$ cat config.mk
export PLATFORM = sky130hd
export DESIGN_NAME = riscv_hazard_ctrl
export DESIGN_NICKNAME = d
export VERILOG_FILES = /design/src/rtl/riscv_hazard_ctrl.sv
export SDC_FILE = /design/constraint.sdc
export NUM_CORES = 1
export LEC_CHECK = 0
export ABC_CLOCK_PERIOD_IN_PS = 3200
export CAP_MARGIN = 20
export CORE_UTILIZATION = 50
export CTS_CLUSTER_DIAMETER = 120
export CTS_CLUSTER_SIZE = 14
export DETAILED_ROUTE_END_ITERATION = 16
export PLACE_DENSITY = 0.83
export SYNTH_ARGS = -nofsm -noshare
export SYNTH_HDL_FRONTEND = slang
export SYNTH_SLANG_ARGS = --single-unit
$ cat constraint.sdc
create_clock -name clk -period 3.2 [get_ports clk]
set_input_delay 0.64 -clock clk [delete_from_list [all_inputs] [get_ports clk]]
set_output_delay 0.64 -clock clk [all_outputs]
set_load 0.01 [all_outputs]
$ cat src/rtl/riscv_hazard_ctrl.sv
`default_nettype none
// ============================================================================
// Module   : riscv_hazard_ctrl
// Purpose  : Central pipeline sequencer for the 5-stage RV core. It covers
//            only the hazards that forwarding cannot resolve:
//              - data-memory wait (freeze the pipe, bubble into MEM/WB)
//              - multi-cycle MUL/DIV sequencing (launch, hold, release)
//              - taken branch/jump (squash wrong-path IF/ID and ID/EX)
//              - load-use (one bubble into ID/EX)
//            It also counts stalled cycles with a saturating counter.
// Ports    : clk, rst_n            - clock, synchronous active-low reset
//            rs1/rs2_if2id_ff      - source registers of the ID instruction
//            rd_id2ex_ff           - destination register of the EX instr
//            mem_read_id2ex_ff     - EX instruction is a load
//            is_mdu_id2ex_ff       - EX instruction is MUL/DIV
//            branch_taken_ex       - EX redirects the PC
//            dmem_req_ex2mem_ff    - MEM instruction accesses data memory
//            dmem_ready            - data memory completes this cycle
//            mdu_done              - MDU result valid (pulse)
//            mdu_start             - launch MDU (pulse)
//            stall_*               - hold PC / pipeline registers
//            flush_*               - load a bubble into pipeline registers
//            stall_cnt             - saturating count of stall_pc cycles
// Revision : 1.0 - initial release
// ============================================================================
module riscv_hazard_ctrl #(
  parameter int RF_ADDR_WIDTH = 5,
  parameter int CNT_WIDTH     = 32
) (
  input  logic                     clk,
  input  logic                     rst_n,
  input  logic [RF_ADDR_WIDTH-1:0] rs1_if2id_ff,
  input  logic [RF_ADDR_WIDTH-1:0] rs2_if2id_ff,
  input  logic [RF_ADDR_WIDTH-1:0] rd_id2ex_ff,
  input  logic                     mem_read_id2ex_ff,
  input  logic                     is_mdu_id2ex_ff,
  input  logic                     branch_taken_ex,
  input  logic                     dmem_req_ex2mem_ff,
  input  logic                     dmem_ready,
  input  logic                     mdu_done,
  output logic                     mdu_start,
  output logic                     stall_pc,
  output logic                     stall_if2id,
  output logic                     stall_id2ex,
  output logic                     stall_ex2mem,
  output logic                     flush_if2id,
  output logic                     flush_id2ex,
  output logic                     flush_ex2mem,
  output logic                     flush_mem2wb,
  output logic [CNT_WIDTH-1:0]     stall_cnt
);

  typedef enum logic [1:0] {
    RUN      = 2'd0,
    MDU_BUSY = 2'd1
  } state_e;

  state_e               state_q, state_d;
  logic                 done_pending_q, done_pending_d;
  logic [CNT_WIDTH-1:0] stall_cnt_q;
  logic                 mem_stall;
  logic                 load_use;
  logic                 mdu_release;

  assign mem_stall   = dmem_req_ex2mem_ff & ~dmem_ready;
  assign load_use    = mem_read_id2ex_ff & (rd_id2ex_ff != '0) &
                       ((rd_id2ex_ff == rs1_if2id_ff) | (rd_id2ex_ff == rs2_if2id_ff));
  // A done that was swallowed by a memory freeze is remembered in done_pending
  assign mdu_release = mdu_done | done_pending_q;

  always_comb begin
    state_d        = state_q;
    done_pending_d = done_pending_q;
    mdu_start      = 1'b0;
    stall_pc       = 1'b0;
    stall_if2id    = 1'b0;
    stall_id2ex    = 1'b0;
    stall_ex2mem   = 1'b0;
    flush_if2id    = 1'b0;
    flush_id2ex    = 1'b0;
    flush_ex2mem   = 1'b0;
    flush_mem2wb   = 1'b0;

    if (!rst_n) begin
      // Bubble every stage while in reset so no stale instruction retires
      flush_if2id  = 1'b1;
      flush_id2ex  = 1'b1;
      flush_ex2mem = 1'b1;
      flush_mem2wb = 1'b1;
    end else if (mem_stall) begin
      // Freeze everything up to EX/MEM; MEM/WB gets a bubble each waiting cycle
      stall_pc     = 1'b1;
      stall_if2id  = 1'b1;
      stall_id2ex  = 1'b1;
      stall_ex2mem = 1'b1;
      flush_mem2wb = 1'b1;
      if ((state_q == MDU_BUSY) && mdu_done) begin
        done_pending_d = 1'b1;
      end
    end else if (state_q == MDU_BUSY) begin
      if (mdu_release) begin
        // EX/MEM captures the result, ID/EX advances
        done_pending_d = 1'b0;
        state_d        = RUN;
      end else begin
        stall_pc     = 1'b1;
        stall_if2id  = 1'b1;
        stall_id2ex  = 1'b1;
        flush_ex2mem = 1'b1;
      end
    end else if (is_mdu_id2ex_ff) begin
      // MDU launch takes precedence over branch/load-use in the same cycle
      mdu_start    = 1'b1;
      stall_pc     = 1'b1;
      stall_if2id  = 1'b1;
      stall_id2ex  = 1'b1;
      flush_ex2mem = 1'b1;
      state_d      = MDU_BUSY;
    end else if (branch_taken_ex) begin
      // ID holds a wrong-path instruction, so any load-use on it is moot
      flush_if2id = 1'b1;
      flush_id2ex = 1'b1;
    end else if (load_use) begin
      stall_pc    = 1'b1;
      stall_if2id = 1'b1;
      flush_id2ex = 1'b1;
    end
  end

  always_ff @(posedge clk) begin
    if (!rst_n) begin
      state_q        <= RUN;
      done_pending_q <= 1'b0;
      stall_cnt_q    <= '0;
    end else begin
      state_q        <= state_d;
      done_pending_q <= done_pending_d;
      if (stall_pc && (stall_cnt_q != {CNT_WIDTH{1'b1}})) begin
        stall_cnt_q <= stall_cnt_q + 1'b1;
      end
    end
  end

  assign stall_cnt = stall_cnt_q;

endmodule
`default_nettype wire
==> results of run 1 <==
==> synth_stat cells (2+ instances only) <==
library cell	number	area share [%]
and2_1	4	1.2
dfxtp_1	34	34
o31ai_1	21	7.9
o21ai_0	6	1.5
buf_6	3	1.7
buf_4	2	0.75
or4_1	18	6.7
nor3_1	9	2.2
xor2_1	10	4.4
nand3_1	14	3.5
nor2_1	9	1.7
or3_1	5	1.6
a211oi_1	2	0.75
clkbuf_1	7	1.3
nand2_1	23	4.3
and4_1	2	0.87
o211ai_1	4	1.5
nand2b_1	3	0.94
nor4_1	2	0.62
nand4_1	16	5.0
a21o_1	2	0.75
mux2i_1	6	3.0
a21oi_1	24	6.0
inv_1	5	0.94
buf_2	4	1.0
and3_1	5	1.6
==> sequential cells by signal, indices dropped and copies added (netlist names) <==
register        count
stall_cnt          32
state_q             1
done_pending_q      1
==> layer usage <==
metal,vias to the layer above,track usage (%)
met5,-,0
met4,0,12.50
met3,8,4.514
met2,73,45.62
met1,1001,35.35
li1,1084,-
==> what timing repair did <==
action	in CTS	in global routing
setup endpoints to repair	2	1
gates resized for setup	2	1
pin swaps	0	0
==> where the power goes <==
group	total (mW)	switching [mW]	internal, mW
combinational	0.145	0.0707	0.0742
sequential	0.441	0.00970	0.432
clock	0.330	0.157	0.174
==> final timing paths <==
path	from	endpoint	slack, ps	cells after the start
min reg2reg	stall_cnt[11]	stall_cnt[11]	500	2
max reg2reg	state_q[0]	stall_cnt[24]	970	5
max	rd_id2ex_ff[2]	flush_id2ex	60	6
min	stall_cnt[11]	stall_cnt[11]	500	2
==> placed cells by master, fill, tap and decap left out, types with 2 or more instances in the layout <==
cell             instances
or3_1                    5
and4_1                   2
a21o_1                   2
buf_4                    6
inv_1                    5
o31ai_1                 21
nand2b_1                 3
nand3_1                 14
nor2_1                   9
xor2_1                  10
nor4_1                   2
and3_1                   5
a211oi_1                 2
o211ai_1                 4
clkbuf_8                 6
o21ai_0                  5
or4_1                   18
a21oi_1                 24
dlygate4sd2_1            2
nor3_1                   9
and2_1                   4
mux2i_1                  6
nand2_1                 23
clkdlybuf4s50_1         61
nand4_1                 16
dfxtp_1                 34
==> worst max-delay path, stage by stage <==
cell and delay (ps):
clkdlybuf4s50_1 470, or4_1 520, o21ai_1 170, nor2_1 60
a21o_1 150, clkdlybuf4s50_1 480
==> logic make-up after synthesis <==
| kind of cell | count (synthesis) | share of synthesized area [%] |
|---|---|---|
| multiplexers | 6 | 2.995 |
| AO/OA/AOI/OAI | 64 | 20.65 |
| AND/OR/NAND/NOR | 113 | 31.44 |
| buffers and inverters | 22 | 5.989 |
| XOR/XNOR | 10 | 4.367 |
| adder cells (fa/ha/maj) | 1 | 0.6237 |
| flip-flops | 34 | 33.94 |
==> cell type report <==
class / count / area share (%)
Timing Repair Buffer: 69 / 24.61
Clock buffer: 7 / 3.156
Tap cell: 48 / 2.196
Clock inverter: 1 / 0.1830
Multi-Input combinational cell: 194 / 44.05
Sequential cell: 34 / 24.89
Inverter: 6 / 0.9149
==> impl_metrics.yaml, run 1 <==
worst_setup_path:
  worstSetupEndpointType: "primary output"
  crit_arrival_ps: 2500
  worstSetupPathType: "input pin to primary output"
  required_ps: 2560
  critical_path.max_fanout: 3
  critPathLaunchType: "input pin"
clock_tree:
  clk_pin_slew_ps: 70
  clk_latency_ps: 290
  numClockSinks: 34
  cts_tree: "yes"
  h-tree-depth: 2
  clockBufferDepth: 2
  cts-root-buf: "clkbuf_8"
  holdBufCountCts: 0
  cts_made_buffers: 5
  post-cts-setup-buffers: 0
layout:
  fillers: 319
  syn_to_final_growth_pct: 36.37
  diodes: 0
  design_area_um2: 2735
  multi_input_area_um2: 1205
  fin_nets: 334
  drive_gt1_share_pct: 5.466
  seqCellArea_um2: 680.7
  final_util_pct: 73.06
  fin_cells: 359
grt:
  antenna_found_initial: 0
  grt_pass1_wl_mm: 9.204
  grt.total_usage_pct: 27.76
  grt_overflow: 0
  grt_pass1_vias: 2011
  grt_start_max_net_pins: 55
power_and_ir_drop:
  totalPowerFinal_mw: 0.9165
  pwr_density_cell_nw_per_um2: 335.1
  irDropWorstVdd_mv: 0.2625
  power_leakage_nw: 0.8887
sta:
  slew_violations: 0
  finalSetupTns_ps: 0
  setup_viol: 0
  skew_ps: 4.495
  min_period_ps: 3142
  grt_setup_unrepaired: "no"
  fin_ws_ps: 57.60
  holdWs_ps: 500.2
  fmax_ghz: 0.3182
  fin_crit_sh_pct: 98.20
  hold_violations: 0
  max-slew-margin-rel_pct: 66.91
  max_slew.worst_pin.slew_ps: 494.9
placed_design:
  placed_area_um2: 2646
  gp_congestion: 0.8319
  place_hpwl_mm: 3.768
  dp_cells: 351
  place_worst_setup_slack_ps: -36.95
  io_buffers: 63
drt:
  dr.pass1.iters: 4
  dr_wl_met2_mm: 2.584
  wl_per_cell_um: 15.02
  ant_nets: 0
  vias: 2166
  drt_wl_total_mm: 5.392
  wl_met1_mm: 2.456
  vias_per_cell: 6.033
  highest_layer: "met4"
  drtIter0Drc: 162
  drc_errors: 0
  dr_wl_met3_um: 292
logic_synthesis:
  synth_edf_count: 0
  synthCells: 250
  synth_seq_area_share_pct: 33.94
  synth.avg_cell_area_um2: 8.023
  syn_area_um2: 2006
  ys_types: 36
  synthArstFlopShare_pct: 0
  mappedNetlistNets: 274
  synthFlopType: "dfxtp_1"
  ys_warn_count: 0
  ys_ff_latch: 34
die:
  die_w_um: 65.34
  io-pin-count: 64
  row_count: 22
  dieHeight_um: 65.34
  die_area_um2: 4269
  start_util_pct: 53.58
  coreArea_um2: 3744
job:
  drv_cap: 0
run_status:
  outcome: "completed"
hold_path:
  worstHoldPathType: "flop to flop"
(Power assumes the default switching activity.)
==> run 2, diff against run 1 <==
--- a/config.mk
+++ b/config.mk
@@ -6,12 +6,13 @@
 export NUM_CORES = 1
 export LEC_CHECK = 0
 export ABC_CLOCK_PERIOD_IN_PS = 3200
-export CAP_MARGIN = 20
 export CORE_UTILIZATION = 50
 export CTS_CLUSTER_DIAMETER = 120
 export CTS_CLUSTER_SIZE = 14
 export DETAILED_ROUTE_END_ITERATION = 16
 export PLACE_DENSITY = 0.83
+export REMOVE_ABC_BUFFERS = 1
 export SYNTH_ARGS = -nofsm -noshare
 export SYNTH_HDL_FRONTEND = slang
 export SYNTH_SLANG_ARGS = --single-unit
+export TNS_END_PERCENT = 30
==> run 2 against run 1 <==
Net effect: clock skew is 5.2 ps higher; wire length is 4.9% lower; flip-flop and latch count stayed put; setup slack better by 33 ps; final area is 0.41% higher; largest power group unchanged; die area stayed put; clock power is 2% higher; core utilization is 0.30 points higher.
==> impl_metrics.yaml, run 2 (same netlist as run 1, synthesis figures left out) <==
run_status:
  outcome: "completed"
worst_setup_path:
  reg2reg_to: "stall_cnt[19]"
  cpMostUsedCell: "clkdlybuf4s50_1"
  worstPathCellList: "clkdlybuf4s50_1 -> or4_1 -> o21ai_1 -> nor2_1 -> a21o_1 -> clkdlybuf4s50_1"
  rr_startpoint: "state_q[0]"
  worstSetupEndpointType: "primary output"
  regToRegSetupSlack_ps: 1010
  slowest_stage: "or4_1"
  crit_arrival_ps: 2470
  worstSetupPathType: "input pin to primary output"
  critical_path.max_fanout: 3
  reg2regPathDepth: 5
  required_ps: 2560
  critPathMaxStageDelay_ps: 520
  critPathLaunchType: "input pin"
die:
  die_area_um2: 4269
  io-pin-count: 64
  die_w_um: 65.34
  start_util_pct: 53.58
  dieHeight_um: 65.34
  row_count: 22
  coreArea_um2: 3744
sta:
  max-slew-margin-rel_pct: 65.43
  setup_viol: 0
  min_period_ps: 3110
  fmax_ghz: 0.3216
  max_slew.worst_pin.slew_ps: 517.0
  skew_ps: 9.703
  grt_setup_unrepaired: "no"
  fin_ws_ps: 90.37
  hold_violations: 0
  holdWs_ps: 497.2
  slew_violations: 0
  fin_crit_sh_pct: 97.18
clock_tree:
  clk_latency_ps: 290
  cts_tree: "yes"
  numClockSinks: 34
  h-tree-depth: 2
  cts_made_buffers: 5
  post-cts-setup-buffers: 0
  cts-root-buf: "clkbuf_8"
  holdBufCountCts: 0
  clockBufferDepth: 2
  clk_pin_slew_ps: 70
placed_design:
  gp_congestion: 0.7983
  place_hpwl_mm: 3.638
  io_buffers: 63
  place_worst_setup_slack_ps: -3.859
layout:
  largest_reg_flops: 32
  diodes: 0
  drive_gt1_share_pct: 6.090
  syn_to_final_growth_pct: 36.93
  final_common_cell: "clkdlybuf4s50_1"
  fin_nets: 335
  mostFrequentLayoutCells: "61 x clkdlybuf4s50_1, 34 x dfxtp_1, 24 x a21oi_1"
  final_util_pct: 73.36
drt:
  vias: 2183
  dr.pass1.iters: 4
  drc_errors: 0
  ant_nets: 0
  drt_wl_total_mm: 5.130
  drtIter0Drc: 162
  wl_per_cell_um: 14.25
  vias_per_cell: 6.064
job:
  drv_cap: 0
grt:
  grt_pass1_vias: 1967
  grt_overflow: 0
  grt.total_usage_pct: 25.58
  grt_pass1_wl_mm: 8.480
  antenna_found_initial: 0
  grt_start_max_net_pins: 55
hold_path:
  worstHoldPathType: "flop to flop"
  whs_path_depth: 2
  min_to: "stall_cnt[11]"
  hp-start: "stall_cnt[11]"
power_and_ir_drop:
  irDropWorstVdd_mv: 0.1915
  pwr_density_cell_nw_per_um2: 335.7
  power_leakage_nw: 0.8925
  totalPowerFinal_mw: 0.9220
-- run 2: cell types whose count changed in the layout (fill, tap and decap cells not counted) --
cell        before  now
clkinvlp_4       0    1
buf_4            6    7
clkbuf_1         1    0
-- run 2: report_power, final --
| part | internal (mW) | switching, mW |
|---|---|---|
| clock | 0.173 | 0.162 |
| combinational | 0.0750 | 0.0704 |
| sequential | 0.432 | 0.0100 |
| total | 0.679 | 0.242 |
-- run 2: area by class of cell --
type                    count  area, um2
clock buffers               6      82.58
clock inverters             2      12.51
fillers                   319      997.2
inverters                   6      25.02
multi-input cells         194       1205
flip-flops and latches     34      680.7
well taps                  48      60.06
repair buffers             70      680.7
-- run 2: what timing repair did --
item                                    CTS  global route
gates cloned                              0             0
endpoints found under the setup margin    2             1
gates resized for setup                   2             1
pin swaps                                 0             0
-- run 2: metal layers --
| layer | GRT usage [%] | wire length (um) |
|---|---|---|
| met1 | 29.90 | 2269 |
| met2 | 44.20 | 2493 |
| met4 | 10.05 | 74 |
| met5 | 0 | 0 |
| met3 | 6.597 | 293 |
-- run 2: worst max-delay path by stage --
stage	slack (ps)	startpoint	endpoint
after floorplan	-90	rd_id2ex_ff[1]	stall_if2id
after CTS	30	rd_id2ex_ff[2]	flush_id2ex
after global placement	20	rd_id2ex_ff[2]	stall_if2id
after detailed placement	-4	rd_id2ex_ff[3]	stall_if2id
final	90	rd_id2ex_ff[2]	flush_id2ex
after global routing	10	rd_id2ex_ff[2]	flush_id2ex
-- run 2: critical path, delay by kind of cell --
| family | cells | cell delay [ps] |
|---|---|---|
| buffers and inverters | 2 | 920 |
| AO/OA/AOI/OAI | 2 | 330 |
| AND/OR/NAND/NOR | 2 | 580 |
-- run 2: stage by stage --
| step | instances | TNS [ps] | instance area [um2] |
|---|---|---|---|
| CTS | 360 | 0 | 2746 |
| global placement | 352 | 0 | 2654 |
| detailed placement | 352 | -3.859 | 2654 |
| floorplan | 234 | -260.4 | 1911 |
| finish | 360 | 0 | 2746 |
| global route | 360 | 0 | 2746 |
==> run 3, diff against run 2 <==
--- a/config.mk
+++ b/config.mk
@@ -12,6 +12,7 @@
 export DETAILED_ROUTE_END_ITERATION = 16
 export PLACE_DENSITY = 0.83
 export REMOVE_ABC_BUFFERS = 1
+export SETUP_SLACK_MARGIN = 0.4
 export SYNTH_ARGS = -nofsm -noshare
 export SYNTH_HDL_FRONTEND = slang
 export SYNTH_SLANG_ARGS = --single-unit
==> run 3 against run 2 <==
Net effect: via count is 0.41% lower; setup slack improved by 340 ps; cell count unchanged; die area unchanged; critical endpoint is now flush_if2id.
==> impl_metrics.yaml, run 3 (same netlist as run 1, synthesis figures left out) <==
worst_setup_path:
  crit_arrival_ps: 2130
  cp-startpoint: "dmem_req_ex2mem_ff"
  required_ps: 2560
  critPathLaunchType: "input pin"
  worstSetupPathType: "input pin to primary output"
  worstSetupEndpointType: "primary output"
  critical_path.max_fanout: 4
  rr_startpoint: "stall_cnt[3]"
layout:
  diodes: 0
  mostFrequentLayoutCells: "54 x clkdlybuf4s50_1, 34 x dfxtp_1, 24 x a21oi_1"
  drive_gt1_share_pct: 8.654
  fin_nets: 335
  final_common_cell: "clkdlybuf4s50_1"
  design_area_um2: 2780
  syn_to_final_growth_pct: 38.62
  largest_reg_flops: 32
power_and_ir_drop:
  irDropWorstVdd_mv: 0.1923
  pwr_density_cell_nw_per_um2: 332.8
  power_leakage_nw: 0.9353
clock_tree:
  cts_tree: "yes"
  h-tree-depth: 2
  cts-root-buf: "clkbuf_8"
  clockBufferDepth: 2
  post-cts-setup-buffers: 0
  clk_pin_slew_ps: 70
  cts_made_buffers: 5
  numClockSinks: 34
  clk_latency_ps: 290
placed_design:
  placed_area_um2: 2654
  place_hpwl_mm: 3.638
  io_buffers: 63
  place_worst_setup_slack_ps: -3.859
  gp_congestion: 0.7983
drt:
  dr.pass1.iters: 5
  drt_wl_total_mm: 5.134
  ant_nets: 0
  drtIter0Drc: 163
  vias: 2174
  wl_per_cell_um: 14.26
  drc_errors: 0
  vias_per_cell: 6.039
grt:
  grt_pass1_wl_mm: 8.514
  grt_start_max_net_pins: 55
  grt_overflow: 0
  grt_pass1_vias: 1971
  antenna_found_initial: 0
  grt.total_usage_pct: 25.69
sta:
  setup_viol: 0
  slew_violations: 0
  fin_crit_sh_pct: 86.64
  max-slew-margin-rel_pct: 65.98
  hold_violations: 0
  grt_setup_unrepaired: "yes"
  holdWs_ps: 497.1
  fin_ws_ps: 427.6
  min_period_ps: 2772
  max_slew.worst_pin.slew_ps: 508.7
  fmax_ghz: 0.3607
  skew_ps: 9.674
hold_path:
  hp-start: "stall_cnt[8]"
  worstHoldPathType: "flop to flop"
die:
  row_count: 22
  dieHeight_um: 65.34
  coreArea_um2: 3744
  die_area_um2: 4269
  start_util_pct: 53.58
  die_w_um: 65.34
  io-pin-count: 64
job:
  drv_cap: 0
run_status:
  outcome: "completed"
## run 3: changes by cell type in the layout (fill, tap and decap cells not counted), moves of 2 or more
| cell | change |
|---|---|
| buf_6 | +2 |
| buf_4 | -2 |
| clkdlybuf4s50_1 | -7 |
| nor3_1 | -2 |
| buf_2 | +2 |
| dlymetal6s2s_1 | +3 |
| nor3_2 | +2 |
## run 3: report_power, final
group          internal (mW)  switching, mW
sequential             0.432         0.0100
clock                  0.173          0.162
combinational         0.0750         0.0739
total                  0.679          0.246
## run 3: worst max-delay path, stage by stage
cell,delay (ps)
clkdlybuf4s50_1,470
nor2b_1,300
nor3_2,80
nand2_1,80
nand2_1,70
clkdlybuf4s50_1,490
## run 3: routing by layer
metal | part of all wire (%) | wire length [um] | track usage (%)
met5 | 0 | 0 | 0
met4 | 1.4 | 74 | 10.05
met3 | 7.0 | 357 | 6.597
met2 | 49 | 2517 | 44.33
met1 | 43 | 2185 | 30.12
## run 3: metrics by stage
step	instances	utilization, %	setup TNS (ps)	power [mW]
floorplan	234	-	-260.4	0.5118
global placement	352	70.89	0	0.5953
detailed placement	352	70.89	-3.859	0.5979
CTS	360	73.60	0	0.9271
global route	360	74.26	0	0.9661
finish	360	74.26	0	0.9254
## run 3: area by class of cell
class | instances | area (um2)
Sequential cell | 34 | 680.7
Inverter | 6 | 25.02
Multi-Input combinational cell | 194 | 1235
Tap cell | 48 | 60.06
Fill cell | 310 | 963.4
Clock buffer | 6 | 82.58
Timing Repair Buffer | 70 | 684.4
Clock inverter | 2 | 12.51
## run 3: path summary, 6_finish.rpt
path                   endpoint  slack (ps)  cells past startpoint
hold reg to reg    stall_cnt[8]         500                      2
setup / recovery    flush_if2id         430                      6
setup reg to reg  stall_cnt[18]        1070                      6
hold / removal     stall_cnt[8]         500                      2
## run 3: repair_timing
item / 4_1_cts / 5_1_grt
pin swaps: 1 / 4
resized for setup: 15 / 11
hold buffers: 0 / 0
endpoints found under the setup margin: 4 / 20
